`src/rtl/mem_read_streamer_pkg.sv`:
```
// Shared constants for the memory read streamer: default widths and the FSM state encoding.
package mem_read_streamer_pkg;

    localparam int unsigned DefaultAddrW = 10;
    localparam int unsigned DefaultDataW = 32;

    typedef logic [1:0] state_t;

    localparam state_t StIdle  = 2'd0;
    localparam state_t StIssue = 2'd1;
    localparam state_t StDrain = 2'd2;

endpackage

```
`src/rtl/stream_fifo2.sv`:
```
// Two-entry valid/ready FIFO buffering read data between the read ports and the output stream.
module stream_fifo2
    import mem_read_streamer_pkg::*;
#(
    parameter int unsigned DATA_W = DefaultDataW
) (
    input  logic              clk,
    input  logic              rst,
    input  logic              push_valid,
    output logic              push_ready,
    input  logic [DATA_W-1:0] push_data,
    output logic              pop_valid,
    input  logic              pop_ready,
    output logic [DATA_W-1:0] pop_data,
    output logic [1:0]        count
);

    logic [DATA_W-1:0] slot_q [2];
    logic              wr_ptr_q;
    logic              rd_ptr_q;
    logic [1:0]        count_q;
    logic              push;
    logic              pop;

    assign pop_valid = (count_q != 2'd0);
    // When full, a pop in the same cycle frees the head slot that the push then overwrites.
    assign push_ready = (count_q != 2'd2) || pop_ready;
    assign push = push_valid && push_ready;
    assign pop = pop_valid && pop_ready;
    assign pop_data = pop_valid ? slot_q[rd_ptr_q] : '0;
    assign count = count_q;

    always_ff @(posedge clk) begin
        if (rst) begin
            slot_q[0] <= '0;
            slot_q[1] <= '0;
            wr_ptr_q  <= 1'b0;
            rd_ptr_q  <= 1'b0;
            count_q   <= 2'd0;
        end else begin
            if (push) begin
                slot_q[wr_ptr_q] <= push_data;
                wr_ptr_q         <= ~wr_ptr_q;
            end
            if (pop) begin
                rd_ptr_q <= ~rd_ptr_q;
            end
            case ({push, pop})
                2'b10:   count_q <= count_q + 1'b1;
                2'b01:   count_q <= count_q - 1'b1;
                default: count_q <= count_q;
            endcase
        end
    end

endmodule

```
`src/rtl/mem_read_streamer.sv`:
```
// Burst reader: issues sequential reads to the memory or register-file port and streams the
// returned words out through a small FIFO with valid/ready flow control.
module mem_read_streamer
    import mem_read_streamer_pkg::*;
#(
    parameter int unsigned ADDR_W = DefaultAddrW,
    parameter int unsigned DATA_W = DefaultDataW
) (
    input  logic              clk,
    input  logic              rst,
    input  logic              start,
    input  logic [ADDR_W-1:0] base_addr,
    input  logic [ADDR_W:0]   length,
    input  logic              src_sel,
    output logic              mem_rd_en,
    output logic [ADDR_W-1:0] mem_addr,
    input  logic [DATA_W-1:0] mem_rd_data,
    output logic              reg_rd_en,
    output logic [ADDR_W-1:0] reg_addr,
    input  logic [DATA_W-1:0] reg_rd_data,
    output logic              out_valid,
    input  logic              out_ready,
    output logic [DATA_W-1:0] out_data,
    output logic              out_last,
    output logic              busy,
    output logic              done
);

    localparam int unsigned LenW = ADDR_W + 1;

    state_t            state_q;
    state_t            state_d;
    logic [ADDR_W-1:0] addr_q;
    logic [LenW-1:0]   issue_left_q;
    logic [LenW-1:0]   words_left_q;
    logic              src_sel_q;
    logic              in_flight_q;
    logic              done_q;

    logic              accept;
    logic              zero_start;
    logic              issue;
    logic              pop;
    logic              last_pop;
    logic [1:0]        fifo_count;
    logic              fifo_push_ready;
    logic [2:0]        pending;
    logic [DATA_W-1:0] rd_data;

    assign accept = (state_q == StIdle) && start;
    assign zero_start = accept && (length == '0);
    assign pop = out_valid && out_ready;
    assign last_pop = pop && out_last;
    assign pending = {1'b0, fifo_count} + {2'b00, in_flight_q};
    // A pop this cycle frees a slot in time for the data of a read issued now.
    assign issue = (state_q == StIssue) && (pending < ({2'b00, pop} + 3'd2));
    assign rd_data = src_sel_q ? reg_rd_data : mem_rd_data;

    always_comb begin
        state_d = state_q;
        unique case (state_q)
            StIdle: begin
                if (accept && !zero_start) begin
                    state_d = StIssue;
                end
            end
            StIssue: begin
                if (issue && (issue_left_q == LenW'(1))) begin
                    state_d = StDrain;
                end
            end
            StDrain: begin
                if (last_pop) begin
                    state_d = StIdle;
                end
            end
            default: state_d = StIdle;
        endcase
    end

    always_ff @(posedge clk) begin
        if (rst) begin
            state_q      <= StIdle;
            addr_q       <= '0;
            issue_left_q <= '0;
            words_left_q <= '0;
            src_sel_q    <= 1'b0;
            in_flight_q  <= 1'b0;
            done_q       <= 1'b0;
        end else begin
            state_q     <= state_d;
            in_flight_q <= issue;
            done_q      <= zero_start || ((state_q == StDrain) && last_pop);
            if (accept && !zero_start) begin
                addr_q       <= base_addr;
                issue_left_q <= length;
                words_left_q <= length;
                src_sel_q    <= src_sel;
            end else begin
                if (issue) begin
                    addr_q       <= addr_q + 1'b1;
                    issue_left_q <= issue_left_q - 1'b1;
                end
                if (pop) begin
                    words_left_q <= words_left_q - 1'b1;
                end
            end
        end
    end

    assign busy = (state_q != StIdle);
    assign done = done_q;
    assign mem_rd_en = issue && !src_sel_q;
    assign reg_rd_en = issue && src_sel_q;
    assign mem_addr = (busy && !src_sel_q) ? addr_q : '0;
    assign reg_addr = (busy && src_sel_q) ? addr_q : '0;
    assign out_last = out_valid && (words_left_q == LenW'(1));

    stream_fifo2 #(
        .DATA_W(DATA_W)
    ) u_fifo (
        .clk       (clk),
        .rst       (rst),
        .push_valid(in_flight_q),
        .push_ready(fifo_push_ready),
        .push_data (rd_data),
        .pop_valid (out_valid),
        .pop_ready (out_ready),
        .pop_data  (out_data),
        .count     (fifo_count)
    );

    // Occupancy accounting guarantees the FIFO can always take returning data.
    push_never_blocked: assert property (
        @(posedge clk) disable iff (rst) in_flight_q |-> fifo_push_ready
    );

endmodule

```
`config.mk`:
```
export PLATFORM = sky130hd
export DESIGN_NAME = mem_read_streamer
export DESIGN_NICKNAME = d
export VERILOG_FILES = /design/src/rtl/mem_read_streamer_pkg.sv /design/src/rtl/stream_fifo2.sv /design/src/rtl/mem_read_streamer.sv
export SDC_FILE = /design/constraint.sdc
export NUM_CORES = 1
export LEC_CHECK = 0
export ABC_AREA = 1
export CAP_MARGIN = 20
export CORE_UTILIZATION = 49
export CTS_CLUSTER_DIAMETER = 30
export CTS_CLUSTER_SIZE = 16
export DETAILED_ROUTE_END_ITERATION = 8
export HOLD_SLACK_MARGIN = 0.06
export PLACE_DENSITY = 0.86
export SLEW_MARGIN = 20
export SYNTH_ARGS = -nofsm -noshare
export SYNTH_HDL_FRONTEND = slang
export SYNTH_SLANG_ARGS = --single-unit
```
`constraint.sdc`:
```
create_clock -name clk -period 2.7 [get_ports clk]
set_input_delay 0.405 -clock clk [delete_from_list [all_inputs] [get_ports clk]]
set_output_delay 0.405 -clock clk [all_outputs]
set_load 0.005 [all_outputs]
```
==> results by group <==
Global route
  • Number of global-route vias before repair: 4743
  • Largest net degree at the start of global routing: 34
  • First-pass GRT wire length: 21.8 mm
  • GRT overflow: 0
  • Initial antenna violation count: 0
  • Total Routing Usage GR: 0.234

Timing
  • Fmax: 387 MHz
  • RSZ-0062 raised after global routing: no
  • Setup TNS: 0 ns
  • PnR worst setup slack: 0.119 ns
  • Final setup fails: 0
  • Worst slew pin tran: 0.594 ns
  • Final Skew: 0.0109 ns
  • Final Max Tran Viols: 0
  • Final period utilization: 0.956
  • Slew HR: 0.601
  • Hold Vio Cnt, Final: 0
  • Final worst path period need: 2.58 ns

Cells and area
  • Leading cell types in the layout, fill and taps excluded: nor2_1 (150), nand2_1 (147), clkdlybuf4s50_1 (147)
  • Most common cell after layout, fill and taps aside: nor2_1
  • Antenna Cells: 0
  • Share of cells above drive strength 1: 0.0605
  • Nets: 953
  • Area Overhead vs Synth: 34.2%

Run status
  • Outcome: completed

Worst hold path
  • Worst Hold Class: reg -> reg

Clocking
  • # resized after CTS: 0
  • CTS clock-pin slew for the worst setup and hold paths: 0.07 ns
  • CTS tree: built
  • CTS root buf: clkbuf_16
  • Clk buf depth: 2
  • Setup Buffers After CTS: 0
  • H-tree lvl count: 3
  • Clock sink total: 106
  • Worst-Skew Late Latency: 0.34 ns
  • # hold bufs at CTS: 0
  • Num CTS Buffers: 9

Detailed routing
  • Avg WL per Cell: 14.0 µm
  • Routed Antenna Nets: 0
  • DR pass1 iterations: 5
  • Vias: 5213
  • DRC: 0
  • DR iter-0 viols: 314
  • Vias per cell: 5.20
  • Routed WL: 14.1 mm

Synth
  • Largest area contributor in the netlist: edfxtp_1
  • Number of flops mapped to enable cells by yosys: 64
  • Syn_nets: 815
  • Top FF cell, synth: edfxtp_1
  • Post-synth top area share: 0.337
  • Synth Cell Area: 5700 µm²
  • YS warnings: 0
  • Sequential-to-total area share from yosys stat: 0.485
  • Synth area leaders: edfxtp_1 (34%), dfxtp_1 (15%), nor2_1 (9.9%)
  • Mean post-synth cell area: 7.95 µm²
  • Mapped Cells: 717
  • FF+latch count, synth: 106
  • Distinct cells, synth: 32
  • Ys async rst share: 0

Pwr
  • VDD IR-drop max: 397 µV
  • Switching Fraction: 0.299
  • Switch Pwr: 0.00132 W
  • Leak pwr: 3.11 nW
  • Combinational share of power: 0.256
  • Share of power burned in registers: 0.438
  • P_int: 0.00310 W
  • Clock share of power: 0.306
  • Pwr dens: 578 nW/µm²

Floorplan
  • CORE AREA: 11400 µm²
  • Initial Util: 0.501
  • Standard-cell rows: 39
  • IO Count: 148
  • Die area: 12100 µm²
  • Die H: 110 µm
  • Die width: 110 µm

Worst setup path
  • Worst EP required: 2.30 ns
  • Critical path type: in -> out
  • Worst Path Max Fanout: 5
  • Worst setup SP type: primary input
  • Setup crit end kind: primary output
  • Critical path arrival: 2.18 ns

Place
  • Port bufs: 147
  • Dpl ws: 0.210 ns
  • DP Wirelength: 9.89 mm
  • Routability Congestion: 0.857

Job
  • Total of max-cap violations: 0
-- final timing paths --
| path | startpoint | end | slack [ns] | depth (start not counted) |
|---|---|---|---|---|
| setup reg to reg | state_q[0]$_SDFFE_PP0P_ | addr_q[0]$_SDFFE_PP0P_ | 0.72 | 6 |
| hold / removal | u_fifo.rd_ptr_q$_SDFFE_PP0P_ | flop | 0.46 | 1 |
| hold reg to reg | u_fifo.rd_ptr_q$_SDFFE_PP0P_ | flop | 0.46 | 1 |
| setup / recovery | out_ready | reg_rd_en | 0.12 | 8 |
-- logic make-up after synthesis --
logic type / count (synthesis) / synth area share
AO/OA/AOI/OAI: 82 / 0.0740
XOR/XNOR: 7 / 0.0108
adder cells (fa/ha/maj): 8 / 0.0176
buffers and inverters: 91 / 0.0650
flip-flops: 106 / 0.485
multiplexers: 32 / 0.0562
AND/OR/NAND/NOR: 391 / 0.292
-- power groups by stage --
stage	registers [W]	clock network, W	logic (W)
after global routing	0.00195	0.00144	0.00127
after floorplan	0.00194	0	0.000686
after detailed placement	0.00197	0	0.00113
after CTS	0.00193	0.00137	0.00113
after global placement	0.00197	0	0.00110
final	0.00194	0.00135	0.00113
-- synth_stat cells, drive strengths merged, types with 5 or more instances --
master	number
a21oi	52
buf	14
clkbuf	22
dfxtp	42
edfxtp	64
ha	8
inv	55
mux2i	32
nand2	150
nand3	66
nand4	5
nor2	154
nor3	11
o21ai	26
xor2	5
-- final cells by class --
| type | instances | area [µm²] |
|---|---|---|
| clock inverters | 7 | 92.6 |
| well taps | 143 | 179 |
| multi-input cells | 520 | 2570 |
| inverters | 55 | 206 |
| repair buffers | 163 | 1620 |
| clock buffers | 9 | 225 |
| fillers | 901 | 3720 |
| flip-flops and latches | 106 | 2760 |
-- routing by layer --
layer | global-route usage | up-vias | routed length, µm
met2 | 0.399 | 196 | 6900
li1 | - | 2632 | -
met1 | 0.292 | 2349 | 5860
met4 | 0.111 | 0 | 365
met3 | 0.0326 | 36 | 953
met5 | 0 | - | 0
-- sequential cells by signal, summed over array words and instances (netlist names), 2 cells and up, named ones only --
register	count
issue_left_q	11
u_fifo.slot_q	64
state_q	2
words_left_q	11
addr_q	10
u_fifo.count	2
-- stage by stage --
stage / hold slack [ns] / power (W) / utilization / instances / instance area [µm²]
after global routing: 0.498 / 0.00466 / 0.673 / 1003 / 7650
after CTS: 0.457 / 0.00444 / 0.673 / 1003 / 7650
final: 0.457 / 0.00442 / 0.673 / 1003 / 7650
after detailed placement: 0.440 / 0.00309 / 0.645 / 987 / 7330
after floorplan: 0.426 / 0.00262 / - / 717 / 5700
after global placement: 0.438 / 0.00307 / 0.645 / 987 / 7330
-- worst max-delay path: stages --
cell	delay (ns)
clkdlybuf4s50_1	0.64
inv_2	0.10
nor2_4	0.12
nand2_1	0.07
nand2_1	0.14
nand2_2	0.09
nor2_1	0.11
clkdlybuf4s50_1	0.50
Power figures use the tool's default switching activity.
==> variant 1 (same settings) <==
Set the package constant `DefaultDataW` to 48 (it was 32).
--- a/src/rtl/mem_read_streamer_pkg.sv
+++ b/src/rtl/mem_read_streamer_pkg.sv
@@ -2,7 +2,7 @@
 package mem_read_streamer_pkg;
 
     localparam int unsigned DefaultAddrW = 10;
-    localparam int unsigned DefaultDataW = 32;
+    localparam int unsigned DefaultDataW = 48;
 
     typedef logic [1:0] state_t;
 
Interface: changed (resized mem_rd_data, out_data and reg_rd_data); port bits go from 148 to 196. The function was not compared with the original's and may differ.
==> variant 1 against the original RTL <==
- synthesized cell count rose by 21%
- critical endpoint is now out_data[0]
- non-clock buffer count rose by 48
- synthesized area rose by 29%
- power rose by 42%
- critical path type is now reg2out
- clock power rose by 70%
- routed wire length rose by 35%
- combinational power rose by 27%
- setup slack improved by 0.012 ns
- first-iteration DRC count rose by 81%
- via count rose by 26%
- count of clock-buffer cells in the layout rose by 8
- cell area rose by 31%
- sequential cell count rose by 32
- highest routed layer unchanged
==> variant 1: results (changes against the original RTL) <==
stage,metric,value,unit,change
run_status,status,completed,,unchanged
layout,seq-cell-share,37.2,%,was 36.1%
worst_setup_path,r2r_cells,9,,was 6
sta,final.setup_skew,0.00920,ns,was 0.0109 ns
layout,reg.largest.list,"u_fifo.slot_q: 96 flops, issue_left_q: 11 flops, words_left_q: 11 flops",,"was u_fifo.slot_q: 64 flops, issue_left_q: 11 flops, words_left_q: 11 flops"
worst_setup_path,crit_fanout,45,,was 5
detailed_routing,via_per_inst,5.26,,was 5.20
global_routing,gr_met3_demand_resource,5.63,%,was 3.26%
logic_synthesis,yosysSeqAreaShare,50.8,%,was 48.5%
placement,number_of_port_buffers,195,,was 147
global_routing,grt_max_degree,50,,was 34
logic_synthesis,syn_avg_cell_area,8.47,um^2,was 7.95 um^2
detailed_routing,drtIter0Drc,567,,was 314
logic_synthesis,synth-edff-count,96,,was 64
global_routing,groute.layer.met1.usage,28.3,%,was 29.2%
detailed_routing,met1Wirelength,7330,um,was 5860 um
logic_synthesis,netlist_top_cells_count,"nand2_1 (195), nor2_1 (179), edfxtp_1 (96), a21oi_1 (67), inv_1 (58)",,"was nor2_1 (150), nand2_1 (147), nand3_1 (66), edfxtp_1 (64)"
detailed_routing,drt_wl_total,19000,um,was 14100 um
global_routing,grt.met2_usage,43.2,%,was 39.9%
sta,max_slew_margin,63.3,%,was 60.1%
worst_setup_path,worst_ep_arrival_time,2.16,ns,was 2.18 ns
placement,place_congestion,0.907,,was 0.857
placement,dpl.cell_count,1215,,was 987
power_and_ir_drop,power.static_leakage,0.00406,uW,was 0.00311 uW
die,standard_cell_row_count,44,,was 39
worst_setup_path,timing.reg2reg.setup_slack,0.74,ns,was 0.72 ns
layout,multi_input_logic_area,3130,um^2,was 2570 um^2
clocking,htreeDepth,4,,was 3
worst_setup_path,crit-reg2reg-launch,u_fifo.count[0],,was state_q[0]
power_and_ir_drop,internal_power,4440,uW,was 3100 uW
layout,buffers_excl_clock,211,,was 163
layout,clkCellAreaFrac,5.86,%,was 4.15%
layout,layout.nonclk_buf_share,21.2,%,was 21.1%
detailed_routing,wl_per_cell,15.2,um,was 14.0 um
global_routing,global_route.usage.total,24.7,%,was 23.4%
clocking,numCtsBuffers,17,,was 9
layout,drive_gt1_share,8.09,%,was 6.05%
clocking,worst_skew_pair.late_latency,0.43,ns,was 0.34 ns
placement,dpl_cell_area,9440,um^2,was 7330 um^2
## variant 1: changes by cell type after synthesis, moves of 9 or more
cell,unedited run,this run
nand2_1,147,195
edfxtp_1,64,96
a21oi_1,52,67
nand3_2,0,9
mux2i_1,32,48
nand3_1,66,47
nor2_1,150,179
## variant 1: per-stage QoR
step           util [%]  hold slack [ns]
3_5_place_dp       64.7            0.455
6_report           68.7            0.450
4_1_cts            68.7            0.449
2_1_floorplan         -            0.426
5_1_grt            68.7            0.470
3_3_place_gp       64.7            0.426
## variant 1: critical path: stages (launching register included)
cell and delay [ns]:
dfxtp_1 0.36, nor2_4 0.22, buf_4 0.46, a21oi_1 0.14
clkdlybuf4s50_1 0.52
## variant 1: kinds of logic after synthesis
kind of cell    synth area share (%)
fa+ha+maj                       1.37
mux                             6.56
flops                           50.8
simple gates                    27.1
xor+xnor                       0.956
buf+inv                         6.54
compound gates                  6.71
## variant 1: worst max-delay path by stage
stage / start / end / slack, ns / depth (start not counted)
2_1_floorplan: rst / u_fifo.slot_q[1][0] / 0.06 / 6
3_3_place_gp: out_ready / mem_rd_en / 0.30 / 8
3_5_place_dp: out_ready / mem_rd_en / 0.29 / 8
4_1_cts: register / out_data[0] / 0.08 / 4
5_1_grt: u_fifo.count[1] / out_data[0] / 0.02 / 4
6_report: u_fifo.count[1] / out_data[0] / 0.13 / 4
## variant 1: timing repair
action | 4_1_cts | 5_1_grt
endpoints found under the hold margin | 0 | 0
setup endpoints to repair | 0 | 1
hold buffers | 0 | 0
gates resized for setup | 0 | 1
## variant 1: power groups by stage
stage	clock network (uW)	registers, uW	logic (uW)
2_1_floorplan	0	2540	843
3_3_place_gp	0	2560	1400
3_5_place_dp	0	2560	1430
4_1_cts	2310	2520	1440
5_1_grt	2390	2540	1580
6_report	2290	2520	1440
==> variant 2 (same flow settings) <==
Without the edit above. Reset style: asynchronous (`rst`), changed in 2 clocked blocks.
--- a/src/rtl/stream_fifo2.sv
+++ b/src/rtl/stream_fifo2.sv
@@ -30,7 +30,7 @@
     assign pop_data = pop_valid ? slot_q[rd_ptr_q] : '0;
     assign count = count_q;
 
-    always_ff @(posedge clk) begin
+    always_ff @(posedge clk or posedge rst) begin
         if (rst) begin
             slot_q[0] <= '0;
             slot_q[1] <= '0;
--- a/src/rtl/mem_read_streamer.sv
+++ b/src/rtl/mem_read_streamer.sv
@@ -78,7 +78,7 @@
         endcase
     end
 
-    always_ff @(posedge clk) begin
+    always_ff @(posedge clk or posedge rst) begin
         if (rst) begin
             state_q      <= StIdle;
             addr_q       <= '0;
Behaviour: differs if rst is asserted again (counterexample within 4 cycles, from zero or initial values and one cycle with rst high); with rst held inactive, the same outputs for 4 cycles.
==> variant 2 against the original RTL <==
- routed wire length is 15% higher
- global-route usage increased by 3.8 points
- cell count grew 13%
- register-to-register slack better by 0.03 ns
- sequential cell count shrank 1
- die area grew 4.6%
- cell area up 3.2%
- setup slack about the same
- synthesized area grew 4.7%
- count of clock-buffer cells in the layout did not move
- critical path type is now reg2out
- critical endpoint is now mem_addr[5]
- largest cell class is now multi-input combinational cells
Power is not compared: it rests on default switching activity, and its combinational part moved more than twofold at a synthesized area within 25%.
==> variant 2: results (changes against the original RTL) <==
stage,metric,value,unit,change
layout,clkCellAreaFrac,3.50,%,was 4.15%
layout,fin_nets,1084,,was 953
hold_path,worstHoldStart,u_fifo.slot_q[63],,was u_fifo.rd_ptr_q
layout,seq_cell_count,105,,was 106
worst_setup_path,crit_fanout,10,,was 5
logic_synthesis,yosys-mux-area-fraction,0,%,was 5.62%
global_routing,global_route.usage.total,27.2,%,was 23.4%
global_routing,grt_pass1_vias,5715,,was 4743
detailed_routing,met3RoutedLength,1020,um,was 953 um
detailed_routing,drtIter0Drc,382,,was 314
logic_synthesis,synth_nets,945,,was 815
layout,buffers_excl_clock,171,,was 163
worst_setup_path,r2r_cells,8,,was 6
layout,inverters,71,,was 55
logic_synthesis,synth-adder-area-share,1.68,%,was 1.76%
placement,preCtsSetupSlack,0.162,ns,was 0.210 ns
layout,multi_input_logic_area,2870,um^2,was 2570 um^2
logic_synthesis,netlist_top_cells_count,"nand2_1 (313), dfrtp_1 (105), nand3_1 (89), o21ai_0 (75), inv_1 (68)",,"was nor2_1 (150), nand2_1 (147), nand3_1 (66), edfxtp_1 (64)"
layout,seq-cell-share,33.3,%,was 36.1%
logic_synthesis,yosysSeqAreaShare,44.0,%,was 48.5%
placement,dpl.cell_count,1117,,was 987
logic_synthesis,synth_area,5970,um^2,was 5700 um^2
worst_setup_path,crit-reg2reg-capture,state_q[0],,was addr_q[0]
worst_setup_path,timing.reg2reg.setup_slack,0.75,ns,was 0.72 ns
layout,nFillCells,976,,was 901
layout,drive_gt1_share,5.56,%,was 6.05%
global_routing,grt_max_degree,106,,was 34
run_status,status,completed,,unchanged
detailed_routing,met1Wirelength,6890,um,was 5860 um
sta,final.setup_skew,0.00667,ns,was 0.0109 ns
logic_synthesis,syn_avg_cell_area,7.05,um^2,was 7.95 um^2
worst_setup_path,path_delay_family,simple AND/OR/NAND/NOR gates,,was buffers and inverters
logic_synthesis,synth_cell_types,30,,was 32
worst_setup_path,crit_path_max_incr_delay,0.53,ns,was 0.64 ns
sta,final.hold.worst_slack,0.473,ns,was 0.457 ns
worst_setup_path,crit-reg2reg-launch,u_fifo.count[0],,was state_q[0]
global_routing,global_route_wire_length_before_repair,27600,um,was 21800 um
logic_synthesis,yosys.area_share.xor_xnor,1.76,%,was 1.08%
## variant 2: worst max path at each step
| stage | depth (start not counted) | from | slack (ns) | end |
|---|---|---|---|---|
| final | 4 | state_q[0] | 0.12 | mem_addr[5] |
| after global routing | 4 | state_q[0] | 0.02 | mem_addr[8] |
| after CTS | 6 | u_fifo.count[0] | 0.1 | reg_rd_en |
| after detailed placement | 6 | u_fifo.count[0] | 0.16 | out_data[10] |
| after global placement | 6 | u_fifo.count[0] | 0.26 | out_data[10] |
| after floorplan | 6 | u_fifo.count[0] | 0.88 | u_fifo.count[1] |
## variant 2: where the power goes
part	switching (uW)	internal, uW
sequential	483	2330
combinational	3170	2390
clock	605	632
## variant 2: timing repair
item / in CTS / in global routing
resized for setup: 2 / 1
setup buffers: 1 / 0
endpoints found under the setup margin: 22 / 1
pin swaps: 1 / 0
## variant 2: routing by layer
metal	global-route usage, %	up-vias
met3	4.27	36
met1	35.5	2758
met4	10.0	0
met5	0	-
li1	-	2970
met2	46.1	212
